## src/rtl/ab_enforcer_edit_logger.sv

```systemverilog
`default_nettype none
// ============================================================================
//  Module   : ab_enforcer_edit_logger
//  Summary  : Observes the a/b parallel enforcer output stage, detects
//             enforcement edits, keeps saturating per-policy statistics and
//             buffers edit events in a first-word-fall-through FIFO drained by
//             a valid/ready host port.
//  Options  : AB_EDITLOG_TIMESTAMP_EN - prepend a CNT_W cycle timestamp to
//             every logged event.
//  Revision : 1.0 - initial release
// ============================================================================
module ab_enforcer_edit_logger #(
    parameter int FIFO_DEPTH = 8,
    parameter int CNT_W      = 16,
    parameter int REF_W      = 3,
`ifdef AB_EDITLOG_TIMESTAMP_EN
    localparam int EV_W      = CNT_W + 4 + 2 * REF_W
`else
    localparam int EV_W      = 4 + 2 * REF_W
`endif
) (
    input  logic                          clk,
    input  logic                          reset,
    input  logic                          A_ctp_in,
    input  logic                          B_ctp_in,
    input  logic                          A_ctp_out,
    input  logic                          B_ctp_out,
    input  logic [REF_W-1:0]              policy_a_recovery_ref,
    input  logic [REF_W-1:0]              policy_b_recovery_ref,
    input  logic                          clear_stats,
    output logic                          ev_valid,
    input  logic                          ev_ready,
    output logic [EV_W-1:0]               ev_data,
    output logic [CNT_W-1:0]              edit_count_a,
    output logic [CNT_W-1:0]              edit_count_b,
    output logic [CNT_W-1:0]              drop_count,
    output logic [$clog2(FIFO_DEPTH):0]   fifo_level,
    output logic                          overflow
);

    localparam int                 c_PTR_W   = $clog2(FIFO_DEPTH);
    localparam logic [c_PTR_W:0]   c_DEPTH   = (c_PTR_W + 1)'(FIFO_DEPTH);
    localparam logic [c_PTR_W:0]   c_LVL_ONE = (c_PTR_W + 1)'(1);
    localparam logic [c_PTR_W-1:0] c_PTR_ONE = c_PTR_W'(1);
    localparam logic [CNT_W-1:0]   c_CNT_ONE = CNT_W'(1);

    localparam logic [1:0] c_ST_IDLE = 2'd0;  // empty
    localparam logic [1:0] c_ST_HOLD = 2'd1;  // non-empty, head presented
    localparam logic [1:0] c_ST_FULL = 2'd2;  // level == FIFO_DEPTH

    logic [1:0]         r_state;
    logic [1:0]         w_state_nxt;
    logic [c_PTR_W:0]   r_level;
    logic [c_PTR_W:0]   w_level_nxt;
    logic [c_PTR_W-1:0] r_wr_ptr;
    logic [c_PTR_W-1:0] r_rd_ptr;
    logic [EV_W-1:0]    r_mem [FIFO_DEPTH];
    logic [CNT_W-1:0]   r_cnt_a;
    logic [CNT_W-1:0]   r_cnt_b;
    logic [CNT_W-1:0]   r_cnt_drop;
    logic               r_overflow;

    logic               w_ref_a_act;
    logic               w_ref_b_act;
    logic               w_event;
    logic               w_pop;
    logic               w_push;
    logic               w_drop;
    logic [EV_W-1:0]    w_entry;

    assign w_ref_a_act = (policy_a_recovery_ref != '0);
    assign w_ref_b_act = (policy_b_recovery_ref != '0);
    assign w_event     = w_ref_a_act || w_ref_b_act ||
                         (A_ctp_in != A_ctp_out) || (B_ctp_in != B_ctp_out);

    // A pop frees a slot in the same edge, so a full FIFO still accepts a push
    // when the host drains the head concurrently.
    assign w_pop  = (r_state != c_ST_IDLE) && ev_ready;
    assign w_push = w_event && ((r_state != c_ST_FULL) || w_pop);
    assign w_drop = w_event && (r_state == c_ST_FULL) && !w_pop;

`ifdef AB_EDITLOG_TIMESTAMP_EN
    logic [CNT_W-1:0] r_ts;

    // Free-running cycle timestamp, restarts from 0 after reset.
    always_ff @(posedge clk) begin
        if (reset) r_ts <= '0;
        else       r_ts <= r_ts + c_CNT_ONE;
    end

    assign w_entry = {r_ts, A_ctp_in, B_ctp_in, A_ctp_out, B_ctp_out,
                      policy_a_recovery_ref, policy_b_recovery_ref};
`else
    assign w_entry = {A_ctp_in, B_ctp_in, A_ctp_out, B_ctp_out,
                      policy_a_recovery_ref, policy_b_recovery_ref};
`endif

    // Next occupancy and FIFO state derived from the push/pop decision.
    always_comb begin
        w_level_nxt = r_level;
        w_state_nxt = r_state;
        if (w_push && !w_pop)      w_level_nxt = r_level + c_LVL_ONE;
        else if (w_pop && !w_push) w_level_nxt = r_level - c_LVL_ONE;
        if (w_level_nxt == '0)          w_state_nxt = c_ST_IDLE;
        else if (w_level_nxt == c_DEPTH) w_state_nxt = c_ST_FULL;
        else                            w_state_nxt = c_ST_HOLD;
    end

    // FIFO control registers; reset discards everything buffered.
    always_ff @(posedge clk) begin
        if (reset) begin
            r_state  <= c_ST_IDLE;
            r_level  <= '0;
            r_wr_ptr <= '0;
            r_rd_ptr <= '0;
        end else begin
            r_state <= w_state_nxt;
            r_level <= w_level_nxt;
            if (w_push) r_wr_ptr <= r_wr_ptr + c_PTR_ONE;
            if (w_pop)  r_rd_ptr <= r_rd_ptr + c_PTR_ONE;
        end
    end

    // Event storage; contents need no reset since occupancy gates visibility.
    always_ff @(posedge clk) begin
        if (!reset && w_push) r_mem[r_wr_ptr] <= w_entry;
    end

    // Saturating statistics; clear_stats beats a coincident increment.
    always_ff @(posedge clk) begin
        if (reset || clear_stats) begin
            r_cnt_a    <= '0;
            r_cnt_b    <= '0;
            r_cnt_drop <= '0;
            r_overflow <= 1'b0;
        end else begin
            if (w_ref_a_act && (r_cnt_a != '1))  r_cnt_a    <= r_cnt_a + c_CNT_ONE;
            if (w_ref_b_act && (r_cnt_b != '1))  r_cnt_b    <= r_cnt_b + c_CNT_ONE;
            if (w_drop && (r_cnt_drop != '1))    r_cnt_drop <= r_cnt_drop + c_CNT_ONE;
            if (w_drop)                          r_overflow <= 1'b1;
        end
    end

    assign ev_valid     = (r_state != c_ST_IDLE);
    assign ev_data      = ev_valid ? r_mem[r_rd_ptr] : '0;
    assign edit_count_a = r_cnt_a;
    assign edit_count_b = r_cnt_b;
    assign drop_count   = r_cnt_drop;
    assign fifo_level   = r_level;
    assign overflow     = r_overflow;

endmodule
`default_nettype wire

```

## config.mk

```make
export PLATFORM = sky130hd
export DESIGN_NAME = ab_enforcer_edit_logger
export DESIGN_NICKNAME = d
export VERILOG_FILES = /design/src/rtl/ab_enforcer_edit_logger.sv
export SDC_FILE = /design/constraint.sdc
export NUM_CORES = 1
export LEC_CHECK = 0
export ABC_AREA = 1
export BUFFER_PORTS_ARGS = -buffer_cell sky130_fd_sc_hd__buf_2
export CAP_MARGIN = 0
export CORE_UTILIZATION = 52
export DETAILED_ROUTE_END_ITERATION = 8
export PLACE_DENSITY = 0.78
export SYNTH_ARGS = -nofsm -noshare
export SYNTH_HDL_FRONTEND = slang
export SYNTH_SLANG_ARGS = --single-unit
export TNS_END_PERCENT = 30
```

## constraint.sdc

```tcl
create_clock -name clk -period 2.7 [get_ports clk]
set_input_delay 0.135 -clock clk [delete_from_list [all_inputs] [get_ports clk]]
set_output_delay 0.135 -clock clk [all_outputs]
set_load 0.02 [all_outputs]
```

# After elaboration in Yosys (flattened, before gate mapping)
# Memory sizes are Yosys's and may differ from the RTL's. A register that Yosys moved wholly into a read port is not among the register bits.
# Index checks and enable logic that the tools add are counted.
# classes
eq_ne	8
n_reduce_logical	23
n_addsub	7
muxes	8
# op_table
op	n
16-bit by 1-bit adder with 16-bit output (second input constant)	3
16-bit != test (second input constant)	3
1-bit logical AND	10
10-bit two-way mux	1
4-bit two-way mux	2
3-bit by 1-bit adder with 3-bit output (second input constant)	2
3-bit two-way mux	2
3-bit nonzero test	2
1-bit logical OR	5
4-bit by 1-bit adder with 4-bit output (second input constant)	1
4-bit == test (second input constant)	1
4-bit zero test	1
4-bit by 1-bit subtractor with 4-bit output (second input constant)	1
1-bit zero test	3
2-bit == test (second input constant)	1
1-bit two-way mux	2
2-bit two-way mux	1
1-bit != test	2
2-bit != test (second input constant)	1
2-bit nonzero test	1
2-bit OR reduction	1
# totals
output_inout_bits	64
word_cells	55
mem_bits_rw	80
input_bits	14
regBits	61
memories	1
# mem_list
name	words	width	read_ports	rd_clocked_by_memory_dff	write_ports	line	source
r_mem	8	10	1	1	1	57	logic [EV_W-1:0] r_mem [FIFO_DEPTH];

# Logic depth before layout (Yosys ltp)
# Gate-level depths: netlist of run 1.
# depth
depth_word	11
depth_mapped	12
mapped_depth_nobuf	12

# Worst setup path before layout of run 1
# No wires, ideal clock.
# synth_timing
kind	flip-flop to flip-flop
from	register r_state[0]
to	memory r_mem[0][0] (netlist name) (enable)
t_required_ps	2310
period_less_slack_ps	1908
stages_incl_launch_ff	7
path_buffers	0
setup_slack_ps	792
setup_time_ps	390
t_arrival_ps	1519
cell_sequence	dfxtp_1 inv_1 nand3_1 nand2_1 nor2_1 inv_1 nor3_1
# synth_via
elab_chain_cells	7
elab_cells_between_ends	8
classes_between	eq/ne (1); mux (2); reduce/logical (5)
# synth_lines
item	line	source
from (decl)	51	logic [1:0] r_state;
from (signal assigned)	112	r_state <= c_ST_IDLE;
from (signal assigned)	117	r_state <= w_state_nxt;
2-bit nonzero test	78	assign w_pop = (r_state != c_ST_IDLE) && ev_ready;
1-bit logical AND	78	
1-bit logical OR (*)	79	assign w_push = w_event && ((r_state != c_ST_FULL) || w_pop);
1-bit logical AND (*)	79	
1-bit logical AND (*)	126	if (!reset && w_push) r_mem[r_wr_ptr] <= w_entry;
1-bit two-way mux (*)	126	
1-bit two-way mux (not written as such) (*)	126	
to (decl)	57	
# Every way passes the cells marked *; elsewhere a longest branch is shown, timed or not.

==> results_dict.tcl, run 1 <==
set metrics [dict create \
    area_delta_synth_final_pct 18.5 \
    n_antenna_cell 0 \
    p_clk_share_pct 45.2 \
    port_buffers 77 \
    pwr-share-comb_pct 9.6 \
    antenna_found_initial 0 \
    skew_ns 0.00611 \
    yosysSeqAreaShare_pct 56.5 \
    ctsRootBufferMaster "clkbuf_16" \
    cts_tree "yes" \
    dp_cells 965 \
    worstPathRequired_ns 2.57 \
    min_path_cells 1 \
    yosysMostFrequentCell "nor2_1" \
    cts_sinks 144 \
    die_w_microns 114 \
    cp-end-kind "primary output" \
    synth-seq-cells 144 \
    avgViaCountPerCell 5.43 \
    fp.coreArea_sq_mm 0.0121 \
    maxCapViolCount 0 \
    grt_setup_unrepaired "false" \
    seq_power_share_pct 45.2 \
    ant_nets 0 \
    max-slew-margin-rel_pct 56.1 \
    worstHoldStart "policy_b_recovery_ref[1]" \
    yosys-top-cells-area "edfxtp_1 37%, dfxtp_1 20%, nor2_1 8.2%" \
    synthesis.nets 754 \
    drcViolationCount 0 \
    internal_power_mw 4.11 \
    fin_nets 838 \
    synth_warnings 0 \
    holdPathEnd "r_mem[6][1]$_DFFE_PP_" \
    die_y_microns 114 \
    finalPower_mw 5.40 \
    synth_cells 733 \
    row_count 40 \
    wirelength_microns 14800 \
    switching_power_mw 1.29 \
    async_flop_share_pct 0 \
    cellPowerDensity_mw_per_mm2 699 \
    start_kind "flip-flop" \
    hold_violations 0 \
    fin_crit_sh_pct 83.1 \
    worst_pin_slew_ns 0.656 \
    layout-drive-gt1-share_pct 16.6 \
    overflow 0 \
    slew_violations 0 \
    die-area_sq_mm 0.0130 \
    layout_min_cycle_time_ns 2.24 \
    dpl.hpwl_microns 9970 \
    path_class "reg2out" \
    placed_area_sq_mm 0.00710 \
    syn_area_sq_mm 0.00652 \
    fin_cells 998 \
    clkLatencyLatePin_ns 0.42 \
    synth_area_per_cell_sq_um 8.89 \
    reg2reg_depth 10 \
    start_util_pct 53.8 \
    h-tree-depth 4 \
    io_pins 78 \
    grt_max_degree 41 \
    dr.pass1.iters 7 \
    timing.fmax_mhz 446 \
    rrSetupSlack_ns 0.67 \
    numCtsBuffers 17 \
    peakVddDrop_v 0.000395 \
    finish.utilization_pct 63.8 \
    via_count 5419 \
    p_sw_share_pct 23.9 \
    yosys.area.top_type "edfxtp_1" \
    rr_endpoint "edit_count_b[9]$_SDFFE_PP0P_" \
    synth_edf_count 80 \
    grt_pass1_wl_microns 23200 \
    place.gp.congestion 0.884 \
    fin_setup_tns_ns 0 \
    synth_common_cells "142 x nor2_1, 134 x nand2_1, 80 x edfxtp_1" \
    grt_pass1_vias 4952 \
    clk_pin_slew_ns 0.06 \
    total_leakage_power_nw 2.98 \
    netlist.area_leader.share_pct 36.8 \
    critical_path.max_fanout 28 \
    wl_per_cell_microns 14.8 \
    crit_arrival_ns 2.11 \
    ys_types 34 \
    grt_usage_pct 23.3 \
    setup_violations 0 \
    worstReg2RegStart "edit_count_b[0]$_SDFFE_PP0P_" \
    status "finished clean" \
    hold_path.class "in2reg" \
    synthFlopType "edfxtp_1" \
    fin_area_sq_mm 0.00773 \
    drt_iter0_drc 429 \
    cts_max_path_buffers 2 \
]
==> layout make-up <==
cell class	instances	area (sq um)
flip-flops and latches	144	3680
multi-input cells	505	2490
clock inverters	9	128
fillers	993	4380
repair buffers	91	505
clock buffers	23	490
inverters	58	218
well taps	168	210
==> critical path, cell delays in order (launching register included) <==
cell	delay (ns)
dfxtp_1	0.33
inv_1	0.35
buf_12	0.23
nor2_1	0.06
o32ai_1	0.28
nor2_1	0.07
nor2_1	0.17
buf_2	0.19
==> layout by cell type, fill, tap and decap left out, types with 19 or more instances in the layout <==
| cell type | count |
|---|---|
| nand2_1 | 134 |
| a21oi_1 | 33 |
| buf_2 | 77 |
| o32ai_1 | 20 |
| edfxtp_1 | 80 |
| dfxtp_1 | 63 |
| o21ai_0 | 51 |
| inv_1 | 54 |
| nor2_1 | 142 |
| clkbuf_16 | 19 |
| nor3_1 | 19 |
| nand3_1 | 37 |
==> cells by family after synthesis <==
| kind of cell | share of synthesized area (%) |
|---|---|
| flip-flops | 56.5 |
| buffers and inverters | 5.28 |
| adder cells (fa/ha/maj) | 1.34 |
| XOR/XNOR | 3.36 |
| AND/OR/NAND/NOR | 22.7 |
| AO/OA/AOI/OAI | 10.8 |
==> power by group through the flow <==
stage	logic, mW	clock network, mW	registers (mW)
floorplan	0.346	0	2.48
global placement	0.496	0	2.48
detailed placement	0.510	0	2.49
CTS	0.517	2.48	2.44
global route	0.573	2.55	2.45
finish	0.518	2.44	2.44
==> repair_timing <==
action	4_1_cts	5_1_grt
hold endpoints to repair	4	0
endpoints found under the setup margin	0	6
hold buffers	1	0
gates resized for setup	0	1
buffers inserted	0	0
==> registers in the layout, indices dropped and copies added (netlist names), 2 cells and up, named ones only <==
signal,cells
r_state,2
r_mem,80
edit_count_a,16
drop_count,16
r_rd_ptr,3
edit_count_b,16
r_wr_ptr,3
fifo_level,4
==> how the worst max path moves through the flow <==
| stage | depth (start not counted) | to | slack [ns] |
|---|---|---|---|
| after CTS | 5 | ev_data[8] | 0.19 |
| after detailed placement | 5 | ev_data[8] | 0.65 |
| after global routing | 7 | ev_data[8] | 0.31 |
| final | 7 | ev_data[5] | 0.46 |
| after floorplan | 8 | r_mem[0][0]$_DFFE_PP_ | 0.78 |
| after global placement | 5 | ev_data[3] | 0.73 |
==> routing by layer <==
layer / share of wire (%) / GRT usage [%]
met1: 41 / 27.2
met2: 50 / 40.3
met3: 6.0 / 6.43
met4: 2.2 / 10.3
met5: 0 / 0
==> stage by stage <==
| stage | hold slack, ns | worst slack, ns |
|---|---|---|
| after detailed placement | 0.424 | 0.651 |
| after global placement | 0.419 | 0.727 |
| after CTS | 0.00429 | 0.189 |
| final | 0.0158 | 0.457 |
| after global routing | 0.0201 | 0.305 |
| after floorplan | 0.207 | 0.778 |
Note: power is estimated with default switching activity, not from simulation.
==> run 2, diff against run 1 <==
Settings changed: ABC_AREA 1 to 0, PLACE_DENSITY 0.78 to 0.79.
Clock period 2.7 ns to 2.1 ns, I/O delays scaled along.
==> run 2 against run 1 <==
Effect of this change:
- the run now ends with design-rule violations left
- global-route usage up 0.45 points
- wire length shrank 7.1%
- highest routed layer unchanged
- combinational power increased by 42%
==> results_dict.tcl, run 2 <==
set metrics [dict create \
    critical_path.max_fanout 10 \
    cp-end-kind "primary output" \
    n_fill_cell 841 \
    wl_per_cell_microns 17.8 \
    timing.fmax_mhz 480 \
    dr.pass1.iters 6 \
    grt_setup_unrepaired "true" \
    fin_crit_sh_pct 99.3 \
    timing.hold.ws_ns 0.0296 \
    via_count 4461 \
    start_kind "flip-flop" \
    ys_types 51 \
    layout_min_cycle_time_ns 2.08 \
    synth_area_per_cell_sq_um 12.5 \
    worst_pin_slew_ns 0.641 \
    finish.utilization_pct 66.3 \
    grt_pass1_wl_microns 22600 \
    antenna_found_initial 0 \
    hold_path.class "in2reg" \
    skew_ns 0.00796 \
    setup_violations 0 \
    synth-seq-cells 144 \
    worst_slack_ns 0.0152 \
    path_buf_inv 2 \
    maxCapViolCount 0 \
    h-tree-depth 4 \
    yosysMostFrequentCell "edfxtp_1" \
    p_clk_share_pct 41.7 \
    syn_area_sq_mm 0.00619 \
    clk_pin_slew_ns 0.06 \
    io_pins 78 \
    cpPeakStageDelay_ns 0.54 \
    layout-drive-gt1-share_pct 28.3 \
    max-slew-margin-rel_pct 57.1 \
    drcViolationCount 6 \
    fp.coreArea_sq_mm 0.0115 \
    routed-wl-met3_microns 873 \
    overflow 0 \
    synthesis.nets 515 \
    highest_layer "met4" \
    seq_power_share_pct 47.2 \
    yosys.area.top_type "edfxtp_1" \
    slew_violations 0 \
    row_count 39 \
    status "complete, but fails checks" \
    wirelength_microns 13700 \
    yosysSeqAreaShare_pct 59.5 \
    regMostFlops "r_mem" \
    numCtsBuffers 17 \
    crit_slowest_cell "mux4_2" \
    dpl.hpwl_microns 9100 \
    cp_cell_sequence "buf_12 -> mux4_2 -> mux2i_1 -> nor2_1 -> buf_4" \
    grt_max_degree 32 \
    grt_pass1_vias 4485 \
    cts_sinks 144 \
    die_y_microns 111 \
    path_class "reg2out" \
    fin_nets 638 \
    ctsRootBufferMaster "clkbuf_16" \
    p_sw_share_pct 24.4 \
    n_antenna_cell 0 \
    cts_max_path_buffers 2 \
    final_cell_mix "80 x edfxtp_1, 76 x buf_2, 71 x nor2_1" \
    fin_setup_tns_ns 0 \
    drt_iter0_drc 259 \
    grt_usage_pct 23.8 \
    synthFlopType "edfxtp_1" \
    synth_edf_count 80 \
    met1_length_microns 5700 \
    die-area_sq_mm 0.0123 \
    cts_tree "yes" \
    final_common_cell "edfxtp_1" \
    worst_path_dominant_cell_family "multiplexers" \
    async_flop_share_pct 0 \
    synth_cells 494 \
    worstPathRequired_ns 2.00 \
    synth_common_cells "80 x edfxtp_1, 71 x nor2_1, 64 x dfxtp_1" \
    start_util_pct 53.8 \
    pwr-share-comb_pct 11.1 \
    port_buffers 77 \
    avgViaCountPerCell 5.77 \
    largest_reg_flops 80 \
    die_w_microns 111 \
    internal_power_mw 5.01 \
    synth_warnings 0 \
    area_delta_synth_final_pct 23.3 \
    total_leakage_power_nw 2.77 \
    violations "design-rule violations" \
    netlist.area_leader.share_pct 38.8 \
    cellPowerDensity_mw_per_mm2 868 \
    met2_length_microns 6950 \
    dp_slack_ns 0.0995 \
    yosys-top-cells-area "edfxtp_1 39%, dfxtp_1 21%, mux4_2 7.3%" \
    peakVddDrop_v 0.000497 \
    hold_violations 0 \
    ant_nets 0 \
    clkLatencyLatePin_ns 0.42 \
    crit_arrival_ns 1.98 \
    place.gp.congestion 0.832 \
    switching_power_mw 1.62 \
]
==> run 2: changes by cell type after synthesis, sizes merged, moves of 7 or more <==
| cell | delta |
|---|---|
| nor3 | -7 |
| nor4 | +11 |
| inv | -49 |
| mux4 | +20 |
| nand2 | -106 |
| a21oi | -32 |
| nand3 | -20 |
| o32ai | -19 |
| xnor2 | +26 |
| nor2 | -74 |
| mux2i | +15 |
| o21ai | -44 |
==> run 2: routing by layer <==
metal / up-vias / GRT usage, %
li1: 2103 / -
met1: 2180 / 29.1
met2: 157 / 39.7
met3: 21 / 6.89
met4: 0 / 9.55
met5: - / 0
==> run 2: power by group through the flow <==
stage                     registers (mW)  clock network, mW  logic [mW]
after CTS                           3.12               2.81       0.737
after global placement              3.17                  0       0.667
after floorplan                     3.18                  0       0.444
final                               3.13               2.76       0.735
after detailed placement            3.18                  0       0.693
after global routing                3.13               2.94       0.797
==> run 2: logic make-up after synthesis <==
kind of cell / Yosys count / share of synthesized area (%)
buf+inv: 26 / 2.10
flops: 144 / 59.5
simple gates: 194 / 16.0
xor+xnor: 45 / 6.36
mux: 36 / 9.88
compound gates: 42 / 4.73
fa+ha+maj: 7 / 1.41
==> run 2: what timing repair did <==
action                                  CTS  global route
hold buffers                              8             0
cloned                                    1             0
pin swaps                                 0             0
hold endpoints to repair                 55             0
resized for setup                         1             6
endpoints found under the setup margin    1            55
setup buffers                             0             0
==> run 2: per-stage QoR <==
stage / power, mW / cell area, sq um / std cells
6_report: 6.62 / 7630 / 773
5_1_grt: 6.87 / 7630 / 773
4_1_cts: 6.67 / 7610 / 773
3_5_place_dp: 3.87 / 6950 / 732
3_3_place_gp: 3.83 / 6950 / 732
2_1_floorplan: 3.62 / 6200 / 494
==> run 2: path summary, 6_finish.rpt <==
kind / depth (start not counted) / start / slack [ns] / end
worst max-delay path: 5 / flip-flop / 0.02 / ev_data[7]
worst min-delay path: 1 / policy_a_recovery_ref[0] / 0.03 / r_mem[0][3]$_DFFE_PP_
worst max register to register: 5 / r_state[1]$_SDFF_PP0_ / 0.24 / drop_count[13]$_SDFFE_PP0P_
worst min register to register: 2 / overflow$_SDFFE_PP0P_ / 0.46 / overflow$_SDFFE_PP0P_
==> run 2: area by class of cell <==
type                    count  area [sq um]  share of cell area, %
repair buffers            121           771                   10.1
flip-flops and latches    144          3690                   48.3
inverters                   9          33.8                  0.443
clock buffers              19           433                   5.67
clock inverters            13           118                   1.54
well taps                 143           179                   2.34
multi-input cells         324          2410                   31.6
==> run 3, diff against run 2 <==
Settings changed: CELL_PAD_IN_SITES_DETAIL_PLACEMENT set to 1, CELL_PAD_IN_SITES_GLOBAL_PLACEMENT set to 2, CORE_UTILIZATION 52 to 39, PLACE_DENSITY 0.79 to 0.85.
==> run 3 against run 2 <==
Effect of this change:
- the flow now finishes without violations
- total power is 4.1% higher
- clock skew shrank 0.0033 ns
- global-route usage shrank 3.8 points
- largest cell class unchanged
- largest power group unchanged
==> results_dict.tcl, run 3 (synthesis results as in run 2) <==
set metrics [dict create \
    status "finished clean" \
    total_leakage_power_nw 2.80 \
    h-tree-depth 4 \
    grt_usage_pct 20.0 \
    register_area_sq_mm 0.00369 \
    fp.coreArea_sq_mm 0.0154 \
    cp-end-kind "primary output" \
    grt_setup_unrepaired "false" \
    die_w_microns 128 \
    worst_slack_ns 0.0764 \
    dpl.hpwl_microns 10600 \
    multiInputGateArea_sq_mm 0.00240 \
    max-slew-margin-rel_pct 42.6 \
    n_fill_cell 1623 \
    area_delta_synth_final_pct 25.1 \
    grt_pass1_vias 4744 \
    rrSetupSlack_ns 0.19 \
    endpoint "ev_data[3]" \
    clk_pin_slew_ns 0.06 \
    cts_sinks 144 \
    die-area_sq_mm 0.0164 \
    fin_cells 841 \
    layout-drive-gt1-share_pct 28.3 \
    wl_per_cell_microns 18.2 \
    final_common_cell "edfxtp_1" \
    grt_pass1_wl_microns 24900 \
    hold_violations 0 \
    grt_max_degree 22 \
    dp_cells 799 \
    timing.fmax_mhz 494 \
    place.gp.congestion 0.769 \
    worstPathRequired_ns 2.00 \
    largest_reg_flops 80 \
    fin_area_sq_mm 0.00775 \
    avgViaCountPerCell 5.27 \
    dr.pass1.iters 6 \
    clkLatencyLatePin_ns 0.42 \
    cts_tree "yes" \
    antenna_found_initial 1 \
    skew_ns 0.00467 \
    maxCapViolCount 0 \
    layout_min_cycle_time_ns 2.02 \
    path_class "reg2out" \
    worst_pin_slew_ns 0.857 \
    overflow 0 \
    row_count 45 \
    ant_nets 0 \
    start_kind "flip-flop" \
    cts_max_path_buffers 2 \
    placed_area_sq_mm 0.00703 \
    dp_slack_ns -0.0593 \
    fin_nets 637 \
    io_pins 78 \
    timing.hold.ws_ns 0.0238 \
    fin_setup_tns_ns 0 \
    die_y_microns 128 \
    critical_path.max_fanout 10 \
    regMostFlops "r_mem" \
    peakVddDrop_v 0.000561 \
    port_buffers 77 \
    fin_crit_sh_pct 96.4 \
    via_count 4430 \
    drcViolationCount 0 \
    cellPowerDensity_mw_per_mm2 891 \
    numCtsBuffers 17 \
    ctsRootBufferMaster "clkbuf_16" \
    final_cell_mix "80 x edfxtp_1, 77 x buf_2, 71 x nor2_1" \
    setup_violations 0 \
    worstReg2RegStart "r_state[1]$_SDFF_PP0_" \
    drt_iter0_drc 260 \
    wirelength_microns 15300 \
    hold_path.class "in2reg" \
    reg2reg_depth 5 \
    rr_endpoint "drop_count[6]$_SDFFE_PP0P_" \
    crit_arrival_ns 1.92 \
    slew_violations 0 \
    start_util_pct 40.3 \
]
==> run 3: area by class of cell <==
cell class / count / area share, %
multi-input cells: 324 / 31.0
diodes: 1 / 0.0323
well taps: 211 / 3.41
flip-flops and latches: 144 / 47.6
repair buffers: 120 / 9.82
inverters: 9 / 0.436
clock buffers: 18 / 5.54
clock inverters: 14 / 2.15
==> run 3: what timing repair did <==
| action | 4_1_cts | 5_1_grt |
|---|---|---|
| setup buffers | 0 | 0 |
| setup endpoints to repair | 1 | 23 |
| gates resized for setup | 1 | 4 |
| hold buffers | 8 | 0 |
| hold endpoints to repair | 45 | 0 |
| gates cloned | 1 | 0 |
==> run 3: per-stage QoR <==
step                      util [%]  power, mW
after floorplan                  -       3.62
after global placement        45.7       3.83
after detailed placement      45.7       3.88
after CTS                     50.3       6.96
after global routing          50.4       7.13
final                         50.4       6.90
==> run 3: worst min-delay path by stage <==
stage,cells past startpoint,from,endpoint,slack (ns)
2_1_floorplan,0,policy_b_recovery_ref[0],r_mem[0][0]$_DFFE_PP_,0.20
3_3_place_gp,1,policy_b_recovery_ref[0],r_mem[4][0]$_DFFE_PP_,0.38
3_5_place_dp,3,clear_stats,edit_count_a[7]$_SDFFE_PP0P_,0.41
4_1_cts,1,B_ctp_in,r_mem[4][8]$_DFFE_PP_,0.009
5_1_grt,1,B_ctp_in,r_mem[4][8]$_DFFE_PP_,0.02
6_report,1,B_ctp_in,r_mem[4][8]$_DFFE_PP_,0.02
==> run 3: per-layer routing <==
metal	wire [microns]	global-route usage, %	vias to the layer above
met5	0	0	-
met4	201	6.99	0
met3	533	4.09	17
met2	7920	35.9	80
met1	6640	23.8	2245
li1	-	-	2088
==> run 3: critical path, cell delays in order (launching register included) <==
cell	delay, ns
dfxtp_4	0.39
buf_12	0.17
mux4_2	0.53
mux2i_2	0.20
nor2_1	0.06
buf_2	0.15
==> run 3: report_power, final <==
part	switching, mW	internal (mW)
sequential	0.0677	3.06
clock	1.18	1.86
combinational	0.409	0.320
